## config.mk

```make
export PLATFORM = sky130hd
export DESIGN_NAME = ls_apb_master_flat
export DESIGN_NICKNAME = d
export VERILOG_FILES = /design/src/rtl/ls_apb_master_if.sv /design/src/rtl/ls_apb_master.sv /design/src/flat_wrapper.sv
export SDC_FILE = /design/constraint.sdc
export NUM_CORES = 1
export LEC_CHECK = 0
export CORE_ASPECT_RATIO = 2
export CORE_MARGIN = 2
export CORE_UTILIZATION = 40
export DETAILED_ROUTE_END_ITERATION = 10
export GPL_TIMING_DRIVEN = 0
export RECOVER_POWER = 25
export SLEW_MARGIN = 30
export SYNTH_ARGS = -nofsm -noshare
export SYNTH_HDL_FRONTEND = slang
export SYNTH_SLANG_ARGS = --single-unit
export TNS_END_PERCENT = 10
```

## constraint.sdc

```tcl
create_clock -name clk -period 3.1 [get_ports clk]
set_input_delay 0.465 -clock clk [delete_from_list [all_inputs] [get_ports clk]]
set_output_delay 0.465 -clock clk [all_outputs]
set_load 0.1 [all_outputs]
```

## src/rtl/ls_apb_master_if.sv

```systemverilog
// Command/response port and APB bus of ls_apb_master.
// LS_APB_PREADY_EN adds PREADY to the bus.
interface ls_apb_master_if #(
  parameter int unsigned ADDR_WIDTH = 32,
  parameter int unsigned DATA_WIDTH = 32
);
  logic                  cmd_valid;
  logic                  cmd_ready;
  logic                  cmd_write;
  logic [ADDR_WIDTH-1:0] cmd_addr;
  logic [DATA_WIDTH-1:0] cmd_wdata;
  logic                  rsp_valid;
  logic                  rsp_write;
  logic [DATA_WIDTH-1:0] rsp_rdata;
  logic                  busy;
  logic [ADDR_WIDTH-1:0] PADDR;
  logic                  PSEL;
  logic                  PENABLE;
  logic                  PWRITE;
  logic [DATA_WIDTH-1:0] PWDATA;
  logic [DATA_WIDTH-1:0] PRDATA;
`ifdef LS_APB_PREADY_EN
  logic                  PREADY;
`endif

  modport master (
    input  cmd_valid, cmd_write, cmd_addr, cmd_wdata, PRDATA,
`ifdef LS_APB_PREADY_EN
    input  PREADY,
`endif
    output cmd_ready, rsp_valid, rsp_write, rsp_rdata, busy,
    output PADDR, PSEL, PENABLE, PWRITE, PWDATA
  );

  modport slave (
    output cmd_valid, cmd_write, cmd_addr, cmd_wdata, PRDATA,
`ifdef LS_APB_PREADY_EN
    output PREADY,
`endif
    input  cmd_ready, rsp_valid, rsp_write, rsp_rdata, busy,
    input  PADDR, PSEL, PENABLE, PWRITE, PWDATA
  );
endinterface

```

## src/rtl/ls_apb_master.sv

```systemverilog
// APB initiator for the LightSeparator: command FIFO feeding an IDLE/SETUP/ACCESS FSM.
// Optional LS_APB_PREADY_EN: ACCESS waits for PREADY.
module ls_apb_master #(
  parameter int unsigned ADDR_WIDTH = 32,
  parameter int unsigned DATA_WIDTH = 32,
  parameter int unsigned CMD_DEPTH  = 4
) (
  input logic            clk,
  input logic            rst,
  ls_apb_master_if.master bus
);
  localparam int unsigned PW = $clog2(CMD_DEPTH);
  localparam int unsigned CW = PW + 1;

  typedef enum logic [1:0] {IDLE, SETUP, ACCESS} state_t;
  state_t state_q, state_d;

  logic                  fifo_write [CMD_DEPTH];
  logic [ADDR_WIDTH-1:0] fifo_addr  [CMD_DEPTH];
  logic [DATA_WIDTH-1:0] fifo_wdata [CMD_DEPTH];
  logic [PW-1:0]         wr_ptr, rd_ptr;
  logic [CW-1:0]         count_q, count_d;
  logic                  full, empty, push, pop, complete, xfer_done;

  logic [ADDR_WIDTH-1:0] paddr_q;
  logic [DATA_WIDTH-1:0] pwdata_q, rsp_rdata_q;
  logic                  pwrite_q, psel_q, penable_q;
  logic                  rsp_valid_q, rsp_write_q, busy_q;

  assign full  = (count_q == CW'(CMD_DEPTH));
  assign empty = (count_q == '0);
  assign push  = bus.cmd_valid && !full;

`ifdef LS_APB_PREADY_EN
  assign xfer_done = bus.PREADY;
`else
  assign xfer_done = 1'b1;
`endif

  always_comb begin
    count_d = count_q;
    case ({push, pop})
      2'b10:   count_d = count_q + CW'(1);
      2'b01:   count_d = count_q - CW'(1);
      default: count_d = count_q;
    endcase
  end

  always_ff @(posedge clk) begin
    if (push) begin
      fifo_write[wr_ptr] <= bus.cmd_write;
      fifo_addr[wr_ptr]  <= bus.cmd_addr;
      fifo_wdata[wr_ptr] <= bus.cmd_wdata;
    end
  end

  always_ff @(posedge clk or posedge rst) begin
    if (rst) begin
      wr_ptr  <= '0;
      rd_ptr  <= '0;
      count_q <= '0;
    end else begin
      if (push) wr_ptr <= wr_ptr + PW'(1);
      if (pop)  rd_ptr <= rd_ptr + PW'(1);
      count_q <= count_d;
    end
  end

  always_ff @(posedge clk or posedge rst) begin
    if (rst) state_q <= IDLE;
    else     state_q <= state_d;
  end

  always_comb begin
    state_d = state_q;
    case (state_q)
      IDLE:    if (!empty) state_d = SETUP;
      SETUP:   state_d = ACCESS;
      ACCESS:  if (xfer_done) state_d = empty ? IDLE : SETUP;
      default: state_d = IDLE;
    endcase
  end

  // A completing ACCESS pops the next command directly so PSEL stays high.
  always_comb begin
    pop      = 1'b0;
    complete = 1'b0;
    case (state_q)
      IDLE:   pop = !empty;
      ACCESS: begin
        complete = xfer_done;
        pop      = xfer_done && !empty;
      end
      default: ;
    endcase
  end

  // Outputs are registered from next-state so they line up with the FSM.
  always_ff @(posedge clk or posedge rst) begin
    if (rst) begin
      paddr_q     <= '0;
      pwrite_q    <= 1'b0;
      pwdata_q    <= '0;
      psel_q      <= 1'b0;
      penable_q   <= 1'b0;
      rsp_valid_q <= 1'b0;
      rsp_write_q <= 1'b0;
      rsp_rdata_q <= '0;
      busy_q      <= 1'b0;
    end else begin
      if (pop) begin
        paddr_q  <= fifo_addr[rd_ptr];
        pwrite_q <= fifo_write[rd_ptr];
        pwdata_q <= fifo_wdata[rd_ptr];
      end
      psel_q      <= (state_d != IDLE);
      penable_q   <= (state_d == ACCESS);
      rsp_valid_q <= complete;
      if (complete) begin
        rsp_write_q <= pwrite_q;
        rsp_rdata_q <= pwrite_q ? '0 : bus.PRDATA;
      end
      busy_q <= (count_d != '0) || (state_d != IDLE);
    end
  end

  assign bus.cmd_ready = !full;
  assign bus.rsp_valid = rsp_valid_q;
  assign bus.rsp_write = rsp_write_q;
  assign bus.rsp_rdata = rsp_rdata_q;
  assign bus.busy      = busy_q;
  assign bus.PADDR     = paddr_q;
  assign bus.PSEL      = psel_q;
  assign bus.PENABLE   = penable_q;
  assign bus.PWRITE    = pwrite_q;
  assign bus.PWDATA    = pwdata_q;
endmodule

```

## src/flat_wrapper.sv

```systemverilog
// flat-port wrapper written by rule: the top's interface ports become plain ports
module ls_apb_master_flat 
#(
  parameter int unsigned ADDR_WIDTH = 32,
  parameter int unsigned DATA_WIDTH = 32,
  parameter int unsigned CMD_DEPTH  = 4
)
  (clk, rst, bus_cmd_valid, bus_cmd_write, bus_cmd_addr, bus_cmd_wdata, bus_PRDATA, bus_cmd_ready, bus_rsp_valid, bus_rsp_write, bus_rsp_rdata, bus_busy, bus_PADDR, bus_PSEL, bus_PENABLE, bus_PWRITE, bus_PWDATA);
  ls_apb_master_if #(.ADDR_WIDTH(ADDR_WIDTH), .DATA_WIDTH(DATA_WIDTH)) bus_i ();
  input logic clk;
  input logic rst;
  input wire logic [$bits(bus_i.cmd_valid)-1:0] bus_cmd_valid;
  input wire logic [$bits(bus_i.cmd_write)-1:0] bus_cmd_write;
  input wire logic [$bits(bus_i.cmd_addr)-1:0] bus_cmd_addr;
  input wire logic [$bits(bus_i.cmd_wdata)-1:0] bus_cmd_wdata;
  input wire logic [$bits(bus_i.PRDATA)-1:0] bus_PRDATA;
  output wire logic [$bits(bus_i.cmd_ready)-1:0] bus_cmd_ready;
  output wire logic [$bits(bus_i.rsp_valid)-1:0] bus_rsp_valid;
  output wire logic [$bits(bus_i.rsp_write)-1:0] bus_rsp_write;
  output wire logic [$bits(bus_i.rsp_rdata)-1:0] bus_rsp_rdata;
  output wire logic [$bits(bus_i.busy)-1:0] bus_busy;
  output wire logic [$bits(bus_i.PADDR)-1:0] bus_PADDR;
  output wire logic [$bits(bus_i.PSEL)-1:0] bus_PSEL;
  output wire logic [$bits(bus_i.PENABLE)-1:0] bus_PENABLE;
  output wire logic [$bits(bus_i.PWRITE)-1:0] bus_PWRITE;
  output wire logic [$bits(bus_i.PWDATA)-1:0] bus_PWDATA;
  assign bus_i.cmd_valid = bus_cmd_valid;
  assign bus_i.cmd_write = bus_cmd_write;
  assign bus_i.cmd_addr = bus_cmd_addr;
  assign bus_i.cmd_wdata = bus_cmd_wdata;
  assign bus_i.PRDATA = bus_PRDATA;
  assign bus_cmd_ready = bus_i.cmd_ready;
  assign bus_rsp_valid = bus_i.rsp_valid;
  assign bus_rsp_write = bus_i.rsp_write;
  assign bus_rsp_rdata = bus_i.rsp_rdata;
  assign bus_busy = bus_i.busy;
  assign bus_PADDR = bus_i.PADDR;
  assign bus_PSEL = bus_i.PSEL;
  assign bus_PENABLE = bus_i.PENABLE;
  assign bus_PWRITE = bus_i.PWRITE;
  assign bus_PWDATA = bus_i.PWDATA;
  ls_apb_master #(.ADDR_WIDTH(ADDR_WIDTH), .DATA_WIDTH(DATA_WIDTH), .CMD_DEPTH(CMD_DEPTH)) u_core (.clk(clk), .rst(rst), .bus(bus_i));
endmodule
```

### Yosys cells after proc, flatten, opt, wreduce, memory -nomap -nowiden

Memory sizes are Yosys's and may differ from the RTL's. A register that Yosys moved wholly into a read port is not among the register bits.
Cells that the tools add are included.

* register bits: 46
* word-level logic and storage cells: 41
* output and inout port bits: 103
* RAM bits: 260
* memories kept: 3
* input port bits: 100

* equal/unequal tests: 6
* reductions and logical operators: 9
* add/subtract/negate cells: 4
* multiplexer cells: 9

Memory list
* u_core.fifo_addr: words 4, width 32, rd ports 1, clocked after memory_dff 1, write ports 1, line ls_apb_master.sv:19 `logic [ADDR_WIDTH-1:0] fifo_addr [CMD_DEPTH];`
* u_core.fifo_wdata: words 4, width 32, rd ports 1, clocked after memory_dff 1, write ports 1, line ls_apb_master.sv:20 `logic [DATA_WIDTH-1:0] fifo_wdata [CMD_DEPTH];`
* u_core.fifo_write: words 4, width 1, rd ports 1, clocked after memory_dff 1, write ports 1, line ls_apb_master.sv:18 `logic fifo_write [CMD_DEPTH];`

Operators by type and width (count)
* 32-bit two-way mux: 1
* 2-bit equality test, second input constant: 3
* 2-bit case mux with 3 select lines: 1
* 3-bit case mux with 2 select lines: 1
* 1-bit two-way mux: 5
* 2-bit by 1-bit adder with 2-bit output, second input constant: 2
* 2-bit by 1-bit equality test with 1-bit output, second input constant: 2
* 3-bit by 1-bit adder with 3-bit output, second input constant: 1
* 3-bit equality test, second input constant: 1
* 3-bit logical NOT: 1
* 3-bit nonzero test: 1
* 3-bit by 1-bit subtractor with 3-bit output, second input constant: 1
* 1-bit logical NOT: 2
* 2-bit logical NOT: 1
* 2-bit two-way mux: 1
* 2-bit nonzero test: 1
* 2-bit OR reduction: 1
* 1-bit logical AND: 1
* 1-bit logical OR: 1

### Depth between registers and ports, before layout

Gate-level depths: netlist (run 1).

* depth in word-level cells: 7
* mapped depth: 10
* gate-level depth less buffers: 9

### Least setup slack after synthesis (run 1)

No wires, ideal clock.

* kind: register -> register
* from: reg u_core.count_q[2]
* to: mem u_core.fifo_addr[0][0] (enable)
* arrival: 2.907 ns
* clock period less this slack: 3.337 ns
* required time: 2.670 ns
* buffers on the path: 0
* library setup time: 0.430 ns
* slack: -0.237 ns
* cell stages (with the launch flop): 3
* cells stage by stage: dfrtp_1 or3b_1 and3_1

* word-level cells in the longest chain between the ends: 5

Ends and longest elaborated chain
* start: declaration: line ls_apb_master.sv:22 `logic [CW-1:0] count_q, count_d;`
* start signal: assignment: line ls_apb_master.sv:65 `count_q <= count_d;`
* 3-bit equality test: line ls_apb_master.sv:30 `assign full = (count_q == CW'(CMD_DEPTH));`
* 1-bit logical NOT
* net bus_cmd_ready: line flat_wrapper.sv:17 `output wire logic [$bits(bus_i.cmd_ready)-1:0] bus_cmd_ready;`
* 1-bit logical AND: line ls_apb_master.sv:32 `assign push = bus.cmd_valid && !full;`
* 1-bit two-way mux: line ls_apb_master.sv:50 `if (push) begin`
* 1-bit two-way mux (not written as such): line ls_apb_master.sv:52 `fifo_addr[wr_ptr] <= bus.cmd_addr;`
* end: declaration: line ls_apb_master.sv:19

The timed path passes the listed nets, and every way through them passes these cells.

### Final worst setup path (run 1)

* from: reg u_core.count_q[1]
* to: out bus_cmd_ready

* word-level cells in the longest chain between the ends: 2

Ends and longest elaborated chain
* 3-bit equality test: line ls_apb_master.sv:30
* 1-bit logical NOT: line ls_apb_master.sv:127 `assign bus.cmd_ready = !full;`
* end: declaration: line flat_wrapper.sv:17

No other way between the ends.

==> results of run 1 <==
[cell families after synthesis]
kind of cell	after synthesis
flip-flops	370
multiplexers	133
AND/OR/NAND/NOR	82
buffers and inverters	40
AO/OA/AOI/OAI	34
adder cells (fa/ha/maj)	6
XOR/XNOR	5
[synth_stat cells]
cell / number / area share [%]
xor2_1: 3 / 0.19
mux2_4: 28 / 3.0
ha_1: 5 / 0.45
and2_1: 2 / 0.090
nor2_1: 2 / 0.054
buf_2: 5 / 0.18
buf_8: 1 / 0.11
and3_1: 4 / 0.18
nand2b_1: 35 / 1.6
a21oi_1: 1 / 0.036
or3b_1: 1 / 0.063
or3_1: 1 / 0.045
mux2i_1: 1 / 0.072
buf_6: 1 / 0.081
buf_4: 3 / 0.16
nand2_1: 33 / 0.89
dfrtp_1: 110 / 20
fa_1: 1 / 0.14
nor3b_1: 1 / 0.054
inv_1: 8 / 0.22
nor2b_1: 1 / 0.045
buf_12: 3 / 0.43
clkbuf_1: 16 / 0.43
nor3_2: 1 / 0.072
mux2_2: 39 / 3.2
nand4b_1: 1 / 0.063
mux4_2: 65 / 11
o21ai_0: 33 / 1.2
xnor2_1: 2 / 0.13
edfxtp_1: 260 / 56
buf_1: 3 / 0.081
[through the flow]
step	TNS, ps	hold WS, ps	cells	instance area, um^2	worst slack [ps]
after global placement	-419590	462.5	1313	16440	-1582
after global routing	0	418.6	1384	17720	51.11
final	0	364.9	1384	17720	195.2
after detailed placement	0	470.9	1323	16630	177.7
after CTS	0	362.1	1384	17730	140.7
after floorplan	-61710	493.3	670	13860	-237.3
[per-layer routing]
metal,global-route usage [%],vias to the layer above
met4,5.265,8
met1,17.45,3558
li1,-,3087
met5,0,-
met3,3.388,56
met2,32.60,177
[path summary, 6_finish.rpt]
path | startpoint | end | slack [ps] | depth (start not counted)
min in group clk | u_core.bus.rsp_rdata[17] | u_core.bus.rsp_rdata[17] | 480 | 2
worst max register to register | u_core.count_q[0] | u_core.bus.busy | 220 | 10
worst min-delay path | rst | u_core.bus.PADDR[26] | 360 | 2
max in group asynchronous | rst | u_core.bus.PADDR[15] | 1950 | 4
worst max-delay path | u_core.count_q[1] | bus_cmd_ready | 200 | 2
worst min register to register | u_core.bus.rsp_rdata[17] | u_core.bus.rsp_rdata[17] | 480 | 2
[area by class of cell]
class                   count  share of cell area [%]
repair buffers            212                   12.34
inverters                   8                  0.1906
clock buffers              48                   5.500
clock inverters            13                  0.6990
plain buffers              32                   1.158
multi-input cells         260                   17.41
well taps                 441                   3.114
flip-flops and latches    370                   59.59
[state kept, by name, summed over array words and instances (netlist names), 2 cells and up]
register / count
u_core.fifo_addr: 128
u_core.bus.rsp_rdata: 32
u_core.count_q: 3
u_core.fifo_wdata: 128
u_core.bus.PADDR: 32
u_core.bus.PWDATA: 32
u_core.rd_ptr: 2
u_core.wr_ptr: 2
u_core.fifo_write: 4
[layout by cell type, fill, tap and decap left out, types with 3 or more instances in the layout]
cell | netlist | routed
buf_12 | 3 | 9
and3_4 | 0 | 4
o21ai_0 | 33 | 33
mux2_4 | 28 | 28
clkbuf_8 | 0 | 5
inv_1 | 8 | 7
clkbuf_16 | 0 | 35
dfrtp_1 | 110 | 110
dlygate4sd3_1 | 0 | 54
xor2_1 | 3 | 3
edfxtp_1 | 260 | 260
buf_16 | 0 | 4
clkdlybuf4s50_1 | 0 | 135
buf_2 | 5 | 18
nand2b_1 | 35 | 35
mux4_2 | 65 | 65
buf_4 | 3 | 3
ha_1 | 5 | 5
clkbuf_1 | 16 | 24
clkinv_2 | 0 | 7
mux2_2 | 39 | 39
nand2_1 | 33 | 33
buf_1 | 3 | 3
[worst register-to-register path, cell delays in order (launching register included)]
cell and delay, ps:
dfrtp_1 420, nor3_2 90, nor2_1 380, buf_2 370, buf_4 300, ha_1 220, inv_1 60, fa_1 370
xor2_1 160, or3_1 330, nand4b_1 100
==> key figures, run 1 <==
Worst hold path
  – Hold WC Path Type: input pin to async pin

Routing
  – WL/cell: 21.36 um
  – Routed wire length: 29560 um
  – Uppermost routed layer: met5
  – Metal2 WL: 16950 um
  – Drt pass-1 iters: 4
  – DRC viols: 0
  – Met3 Wirelength: 1373 um
  – Post-DRT Antenna Nets: 0
  – DR iter-0 viols: 283
  – DR vias: 6886
  – Routed met1 length: 10430 um
  – Vias per cell: 4.975

Clock network
  – TritonCTS buffer count: 34
  – Clk Latency, worst-skew pair: 520 ps
  – Setup repair bufs after CTS: 0
  – H-Tree Depth: 2
  – Post_cts resized: 0
  – CTS tree: done
  – Root Driver: clkbuf_16
  – Clock sinks: 370
  – Reg clk slew, reported paths: 70 ps
  – CTS Buffer Depth: 3
  – Hold Buf Count CTS: 0

Synthesis
  – Synth unique cells: 31
  – Compound-Gate Fraction of Synth Area: 1.228%
  – Seq cells post-synth: 370
  – Avg Cell Area, Syn: 20.69 um^2
  – Simple-Gate Fraction of Synth Area: 3.141%
  – Yosys warnings: 0
  – Largest family of logic cells by synthesized area: multiplexers
  – Syn Std Cell Area: 13860 um^2
  – Xor and xnor fraction of the mapped netlist area: 0.3159%
  – Sequential share of the synthesized area: 76.19%
  – Cell count after synthesis: 670
  – Post-synthesis adder-cell area fraction: 0.5958%
  – Multiplexer share of the synthesized area: 16.84%
  – Net Count, Synth: 776

Timing
  – RSZ-0062 raised after global routing: false
  – Final period utilization: 93.70%
  – Slew at the pin closest to its max-slew limit: 1047 ps
  – Final Hold Fails: 0
  – Fin crit period: 2905 ps
  – Fmax: 0.3443 GHz
  – Final setup vio count: 0
  – Slew Viols, Final: 0
  – Setup Skew: 18.90 ps
  – Max transition margin: 29.95%

Die
  – I/O pin count: 203
  – Initial cell density of the core: 40.49%
  – Core area: 34230 um^2
  – Area of the die: 36250 um^2
  – Vert. Die Dim: 267.3 um
  – Die width: 135.6 um
  – Cell row count: 96

Job
  – Max Cap Viol: 0

Global route
  – Largest net degree at the start of global routing: 36
  – Gr ovfl total: 0
  – First-pass GRT wire length: 44930 um
  – Initial antenna violation count: 9
  – Vias in the first global route: 7435
  – GRT Overall Usage: 16.68%

Layout
  – Share of layout cells above drive strength 1: 23.97%
  – Nets@finish: 1024
  – Fillers: 2872
  – Final Util: 51.77%
  – # diodes: 0
  – Synthesis-to-finish area growth: 27.86%
  – Register Area: 10560 um^2
  – Area of the multi-input gates: 3085 um^2

Worst setup path
  – Largest fanout on the critical path: 6
  – Buffer and inverter count on the worst path: 1
  – Top cell family by delay on the critical path: buffers and inverters
  – Startpoint Class: flip-flop
  – WP data arrival: 2440 ps
  – Critical path class: flip-flop to primary output
  – Crit-path slowest cell: clkdlybuf4s50_1
  – CP max stage delay: 1020 ps
  – CP endpoint kind: primary output
  – Worst EP required: 2630 ps
  – CP cell instances: or3b_1 -> clkdlybuf4s50_1

Place
  – Gp weighted congestion: 0.7241
  – Detail Placement HPWL: 19550 um
  – I/O Buffers: 202

Status
  – Status: finished clean
Power of run 1 is left out: the tool's default activity adds up to more than one toggle a clock period on the data nets, which glitch-free logic cannot reach.
==> run 2: changes to the inputs <==
CTS_CLUSTER_SIZE = 16   (was not set)
==> results of run 2 <==
Same layout as run 1: the final DEF is identical, and so are final timing and power.
Power of run 2 is left out for the same reason.
==> run 3: changes to the inputs <==
GPL_TIMING_DRIVEN = 1   (was 0)
SLEW_MARGIN = 0   (was 30)
==> key figures, run 3 (same netlist as run 1, synthesis figures left out) <==
Layout
  – Nets@finish: 1001 (was 1024)
  – Synthesis-to-finish area growth: 25.83% (was 27.86%)
  – Commonest non-fill, non-tap cell in the layout: edfxtp_1 (unchanged)
  – Area of the multi-input gates: 3095 um^2 (was 3085 um^2)
  – Share of layout cells above drive strength 1: 34.46% (was 23.97%)
  – Register Area: 10570 um^2 (was 10560 um^2)
  – Most frequent cells in the layout: 260 x edfxtp_1, 115 x buf_4, 108 x dfrtp_1 (was 260 x edfxtp_1, 135 x clkdlybuf4s50_1, 110 x dfrtp_1)
  – # diodes: 0 (unchanged)
  – Fillers: 2802 (was 2872)
  – Design area: 17440 um^2 (was 17720 um^2)
  – Biggest regs: u_core.fifo_addr x128, u_core.fifo_wdata x128 (unchanged)

Timing
  – Hold WS: 393.4 ps (was 364.9 ps)
  – Final period utilization: 78.49% (was 93.70%)
  – Setup Skew: 17.36 ps (was 18.90 ps)
  – Slew at the pin closest to its max-slew limit: 1061 ps (was 1047 ps)
  – Fin crit period: 2433 ps (was 2905 ps)
  – Final setup vio count: 0 (unchanged)
  – RSZ-0062 raised after global routing: false (unchanged)
  – Slew Viols, Final: 0 (unchanged)
  – Fmax: 0.4110 GHz (was 0.3443 GHz)
  – Max transition margin: 29.28% (was 29.95%)
  – Final Hold Fails: 0 (unchanged)
  – Setup TNS: 0 ps (unchanged)

Routing
  – Vias per cell: 4.946 (was 4.975)
  – Drt pass-1 iters: 4 (unchanged)
  – DR vias: 6732 (was 6886)
  – WL/cell: 21.12 um (was 21.36 um)
  – Routed wire length: 28750 um (was 29560 um)
  – Post-DRT Antenna Nets: 0 (unchanged)
  – DR iter-0 viols: 336 (was 283)
  – DRC viols: 0 (unchanged)

Worst setup path
  – Crit-path most repeated cell: inv_1
  – Crit-path slowest cell: or3b_1 (was clkdlybuf4s50_1)
  – Worst EP required: 3540 ps (was 2630 ps)
  – Critical path class: flip-flop to flip-flop (was flip-flop to primary output)
  – CP endpoint kind: flip-flop (was primary output)
  – CP max stage delay: 480 ps (was 1020 ps)
  – WP data arrival: 2880 ps (was 2440 ps)
  – Largest fanout on the critical path: 6 (unchanged)
  – CP cell instances: or3b_1 -> and2_1 -> inv_1 -> ha_1 -> inv_1 -> fa_1 -> xor2_1 -> or3_1 -> nand4b_1 (was or3b_1 -> clkdlybuf4s50_1)
  – Startpoint Class: flip-flop (unchanged)

Clock network
  – Reg clk slew, reported paths: 70 ps (about the same)
  – Clock sinks: 370 (unchanged)
  – Clk Latency, worst-skew pair: 520 ps (about the same)
  – H-Tree Depth: 2 (unchanged)
  – Hold Buf Count CTS: 0 (unchanged)
  – Root Driver: clkbuf_16 (unchanged)
  – Post_cts resized: 0 (unchanged)
  – TritonCTS buffer count: 34 (unchanged)
  – CTS tree: done (unchanged)
  – Setup repair bufs after CTS: 0 (unchanged)
  – CTS Buffer Depth: 3 (unchanged)

Job
  – Max Cap Viol: 0 (unchanged)

Place
  – Area of placed instances: 16240 um^2 (was 16630 um^2)
  – Detail Placement HPWL: 18950 um (was 19550 um)
  – Gp weighted congestion: 0.7253 (was 0.7241)
  – I/O Buffers: 202 (unchanged)

Global route
  – Vias in the first global route: 7174 (was 7435)
  – Initial antenna violation count: 1 (was 9)
  – GRT Overall Usage: 16.16% (was 16.68%)
  – Gr ovfl total: 0 (unchanged)
  – First-pass GRT wire length: 43230 um (was 44930 um)
  – Largest net degree at the start of global routing: 72 (was 36)

Die
  – Area of the die: 36250 um^2 (unchanged)
  – Core area: 34230 um^2 (unchanged)
  – Vert. Die Dim: 267.3 um (unchanged)
  – I/O pin count: 203 (unchanged)
  – Cell row count: 96 (unchanged)
  – Die width: 135.6 um (unchanged)
  – Initial cell density of the core: 40.49% (unchanged)

Status
  – Status: finished clean (unchanged)

Worst hold path
  – Hold WC Path Type: input pin to async pin (unchanged)
==> run 3: stage by stage <==
stage	worst slack [ps]	util, %	instances
CTS	662.5	50.95	1361
global placement	642.6	47.45	1300
global route	511.6	50.95	1361
detailed placement	632.3	47.45	1300
finish	666.8	50.95	1361
floorplan	-237.3	-	670
==> run 3: worst max-delay path, delay by kind of cell, from the launching register on <==
| kind | cells | cell delay, ps |
|---|---|---|
| buf+inv | 2 | 120 |
| simple gates | 4 | 1130 |
| xor+xnor | 1 | 160 |
| fa+ha+maj | 2 | 530 |
| flops | 1 | 420 |
==> run 3: worst paths after layout <==
| path | startpoint | endpoint | slack [ps] | cells past startpoint |
|---|---|---|---|---|
| max | u_core.count_q[1] | u_core.bus.busy | 670 | 9 |
| min | rst | u_core.bus.PWDATA[9] | 390 | 3 |
| max reg2reg | u_core.count_q[1] | u_core.bus.busy | 670 | 9 |
| min reg2reg | u_core.bus.rsp_rdata[2] | u_core.bus.rsp_rdata[2] | 480 | 2 |
| max in group asynchronous | rst | u_core.rd_ptr[0] | 2090 | 3 |
| min in group clk | u_core.bus.rsp_rdata[2] | u_core.bus.rsp_rdata[2] | 480 | 2 |
==> run 3: cell type report <==
type / count / share of cell area, %
clock buffer: 44 / 5.445
clock inverter: 17 / 1.428
inverter: 8 / 0.1937
multi-input combinational: 260 / 17.75
sequential: 370 / 60.59
tap: 441 / 3.164
timing repair buffer: 221 / 11.43
==> run 3: routing by layer <==
layer	GRT usage, %	part of all wire (%)
met1	17.76	36
met2	31.15	57
met3	2.631	4.2
met4	5.068	2.5
met5	0	0
Power of run 3 is left out for the same reason.
==> RTL edit, RTL diff (settings of run 2) <==
`DATA_WIDTH` is set to 32 in 3 places; all go to 64.
--- a/src/rtl/ls_apb_master_if.sv
+++ b/src/rtl/ls_apb_master_if.sv
@@ -2,7 +2,7 @@
 // LS_APB_PREADY_EN adds PREADY to the bus.
 interface ls_apb_master_if #(
   parameter int unsigned ADDR_WIDTH = 32,
-  parameter int unsigned DATA_WIDTH = 32
+  parameter int unsigned DATA_WIDTH = 64
 );
   logic                  cmd_valid;
   logic                  cmd_ready;
--- a/src/rtl/ls_apb_master.sv
+++ b/src/rtl/ls_apb_master.sv
@@ -2,7 +2,7 @@
 // Optional LS_APB_PREADY_EN: ACCESS waits for PREADY.
 module ls_apb_master #(
   parameter int unsigned ADDR_WIDTH = 32,
-  parameter int unsigned DATA_WIDTH = 32,
+  parameter int unsigned DATA_WIDTH = 64,
   parameter int unsigned CMD_DEPTH  = 4
 ) (
   input logic            clk,
--- a/src/flat_wrapper.sv
+++ b/src/flat_wrapper.sv
@@ -2,7 +2,7 @@
 module ls_apb_master_flat 
 #(
   parameter int unsigned ADDR_WIDTH = 32,
-  parameter int unsigned DATA_WIDTH = 32,
+  parameter int unsigned DATA_WIDTH = 64,
   parameter int unsigned CMD_DEPTH  = 4
 )
   (clk, rst, bus_cmd_valid, bus_cmd_write, bus_cmd_addr, bus_cmd_wdata, bus_PRDATA, bus_cmd_ready, bus_rsp_valid, bus_rsp_write, bus_rsp_rdata, bus_busy, bus_PADDR, bus_PSEL, bus_PENABLE, bus_PWRITE, bus_PWDATA);
Interface: changed (resized bus_PRDATA, bus_PWDATA, bus_cmd_wdata and bus_rsp_rdata); port bits go from 203 to 331. No check against the original RTL was run, so the function may have changed too.
==> RTL edit against run 2 <==
Area after synthesis grew 50%; hold slack gained 0.11 ns; fmax shrank 2.3%; wire length grew 60%; design area grew 52%; non-clock buffer count grew 156; core utilization grew 0.52 points; sequential cell count grew 192; worst setup slack lost 0.069 ns; synthesized cell count grew 56%; critical path type unchanged; critical endpoint unchanged; die area grew 49%.
Power is not shown: default switching activity piles up to over one toggle a cycle in this logic, so the estimate is an artifact.
==> RTL edit: results (changes against run 2) <==
Parameter                              Value

Status
  Status    finished clean (unchanged)

Placement
  Total half-perimeter wirelength after legalization and detailed placement    32,700 µm (was 19,600 µm)
  Final GP Congestion    0.757 (was 0.724)
  Count of input and output buffers    330 (was 202)
  Setup Slack @ Placement    -0.0598 ns (was 0.178 ns)

GRT
  Number of global-route vias before repair    11,700 (was 7,435)
  Maximum number of pins on one net before global-route repair    37 (was 36)
  Global Route Usage Sum    0.176 (was 0.167)
  Antenna violations before repair    18 (was 9)
  Wire length of the first global-routing pass    70,500 µm (was 44,900 µm)

Logic synthesis
  Top area cells in the synthesized netlist    sky130_fd_sc_hd__edfxtp_1 56%, sky130_fd_sc_hd__dfrtp_1 21%, sky130_fd_sc_hd__mux4_2 10% (was sky130_fd_sc_hd__edfxtp_1 56%, sky130_fd_sc_hd__dfrtp_1 20%, sky130_fd_sc_hd__mux4_2 11%)
  Count of different cell masters after synthesis    30 (was 31)
  Async S/R FF share, synth    0.310 (was 0.297)
  Sequential fraction of the synthesis area    0.769 (was 0.762)
  Count of yosys warnings during synthesis    0 (unchanged)
  Synth cell count leaders    388 x sky130_fd_sc_hd__edfxtp_1, 174 x sky130_fd_sc_hd__dfrtp_1, 99 x sky130_fd_sc_hd__mux2_2, 97 x sky130_fd_sc_hd__mux4_2, 67 x sky130_fd_sc_hd__nand2b_1 (was 260 x sky130_fd_sc_hd__edfxtp_1, 110 x sky130_fd_sc_hd__dfrtp_1, 65 x sky130_fd_sc_hd__mux4_2, 39 x sky130_fd_sc_hd__mux2_2, 35 x sky130_fd_sc_hd__nand2b_1)
  Leading register cell type out of synthesis    sky130_fd_sc_hd__edfxtp_1 (unchanged)
  Synthesized net count    1,213 (was 776)
  Number of synthesized flops with an enable pin    388 (was 260)

Clock tree
  Clock buffer count from CTS    48 (was 34)
  Clock insertion delay at the later pin of the skew report    0.57 ns (was 0.52 ns)
  Clock-pin slew on the worst setup and hold paths    0.07 ns (about the same)
  Resized Gates After CTS    1 (was 0)
  CTS Root Cell    sky130_fd_sc_hd__clkbuf_16 (unchanged)

Drt
  Number of vias after detailed routing    10,800 (was 6,886)
  TritonRoute pass-1 iters    4 (unchanged)
  Average wire per standard cell    22.1 µm (was 21.4 µm)
  Iteration-0 DRC Markers    530 (was 283)

Worst setup path
  FF-to-FF End    u_core.bus.busy (unchanged)
  Critical Path AT    2.51 ns (was 2.44 ns)
  Worst reg2reg setup slack    0.31 ns (was 0.22 ns)

Final layout
  Registers with the most flip-flops    u_core.fifo_wdata: 256 flops, u_core.fifo_addr: 128 flops (was u_core.fifo_addr: 128 flops, u_core.fifo_wdata: 128 flops)
  Post-layout net count    1,610 (was 1,024)
  Ratio of cells with drive above 1 in the final layout    0.235 (was 0.240)

Worst hold path
  Hold Path Sink    u_core.bus.rsp_rdata[51]
  HP Class    input pin to flip-flop (was input pin to async pin)
  WHS Path Cells    3

STA
  Tightest Pin Transition    1.03 ns (was 1.05 ns)
  Worst clock skew on the final layout    0.0131 ns (was 0.0189 ns)
-- RTL edit: how the worst max path moves through the flow --
stage | endpoint | slack [ns]
after floorplan | u_core.fifo_addr[0][0] | -1.0
final | bus_cmd_ready | 0.13
after CTS | bus_cmd_ready | 0.08
after global routing | bus_cmd_ready | 0.04
after detailed placement | u_core.bus.busy | -0.06
after global placement | u_core.fifo_wdata[3][3] | -3.01
-- RTL edit: final cells by class --
| type | instances | area, µm² |
|---|---|---|
| Antenna cell | 9 | 22.5 |
| Timing Repair Buffer | 347 | 3630 |
| Tap cell | 660 | 826 |
| Multi-Input combinational cell | 420 | 4550 |
| Buffer | 53 | 265 |
| Inverter | 8 | 31.3 |
| Clock inverter | 27 | 374 |
| Sequential cell | 562 | 16000 |
| Fill cell | 4237 | 24700 |
| Clock buffer | 61 | 1320 |
-- RTL edit: kinds of logic (layout without fill, tap and decap cells) --
kind of cell	Yosys count	count (layout)	share of synthesized area
mux	197	197	0.159
other cells	0	9	0
buf+inv	61	496	0.0142
xor+xnor	5	5	0.00210
compound gates	66	66	0.0159
flops	562	562	0.769
fa+ha+maj	6	6	0.00397
simple gates	146	146	0.0364
-- RTL edit: worst max-delay path: cells and delay by family, from the launching register on --
| family | cells | cell delay (ns) |
|---|---|---|
| buffers and inverters | 1 | 1.01 |
| and+or+nand+nor | 1 | 0.51 |
| DFF | 1 | 0.42 |
-- RTL edit: layer usage --
metal,up-vias,track usage,wire (µm)
li1,4814,-,-
met1,5501,0.186,16500
met2,339,0.335,26200
met3,87,0.0456,3330
met4,12,0.0557,1270
met5,-,0,79
-- RTL edit: stage by stage --
stage	cells	util	hold slack, ns	setup TNS, ns	cell area [µm²]
6_report	2147	0.523	0.471	0	27000
4_1_cts	2138	0.524	0.236	0	27100
5_1_grt	2146	0.523	0.463	0	27000
3_5_place_dp	2050	0.491	0.468	-0.0963	25400
2_1_floorplan	1043	-	0.510	-387.04	20800
3_3_place_gp	2033	0.483	0.465	-1425.40	25000
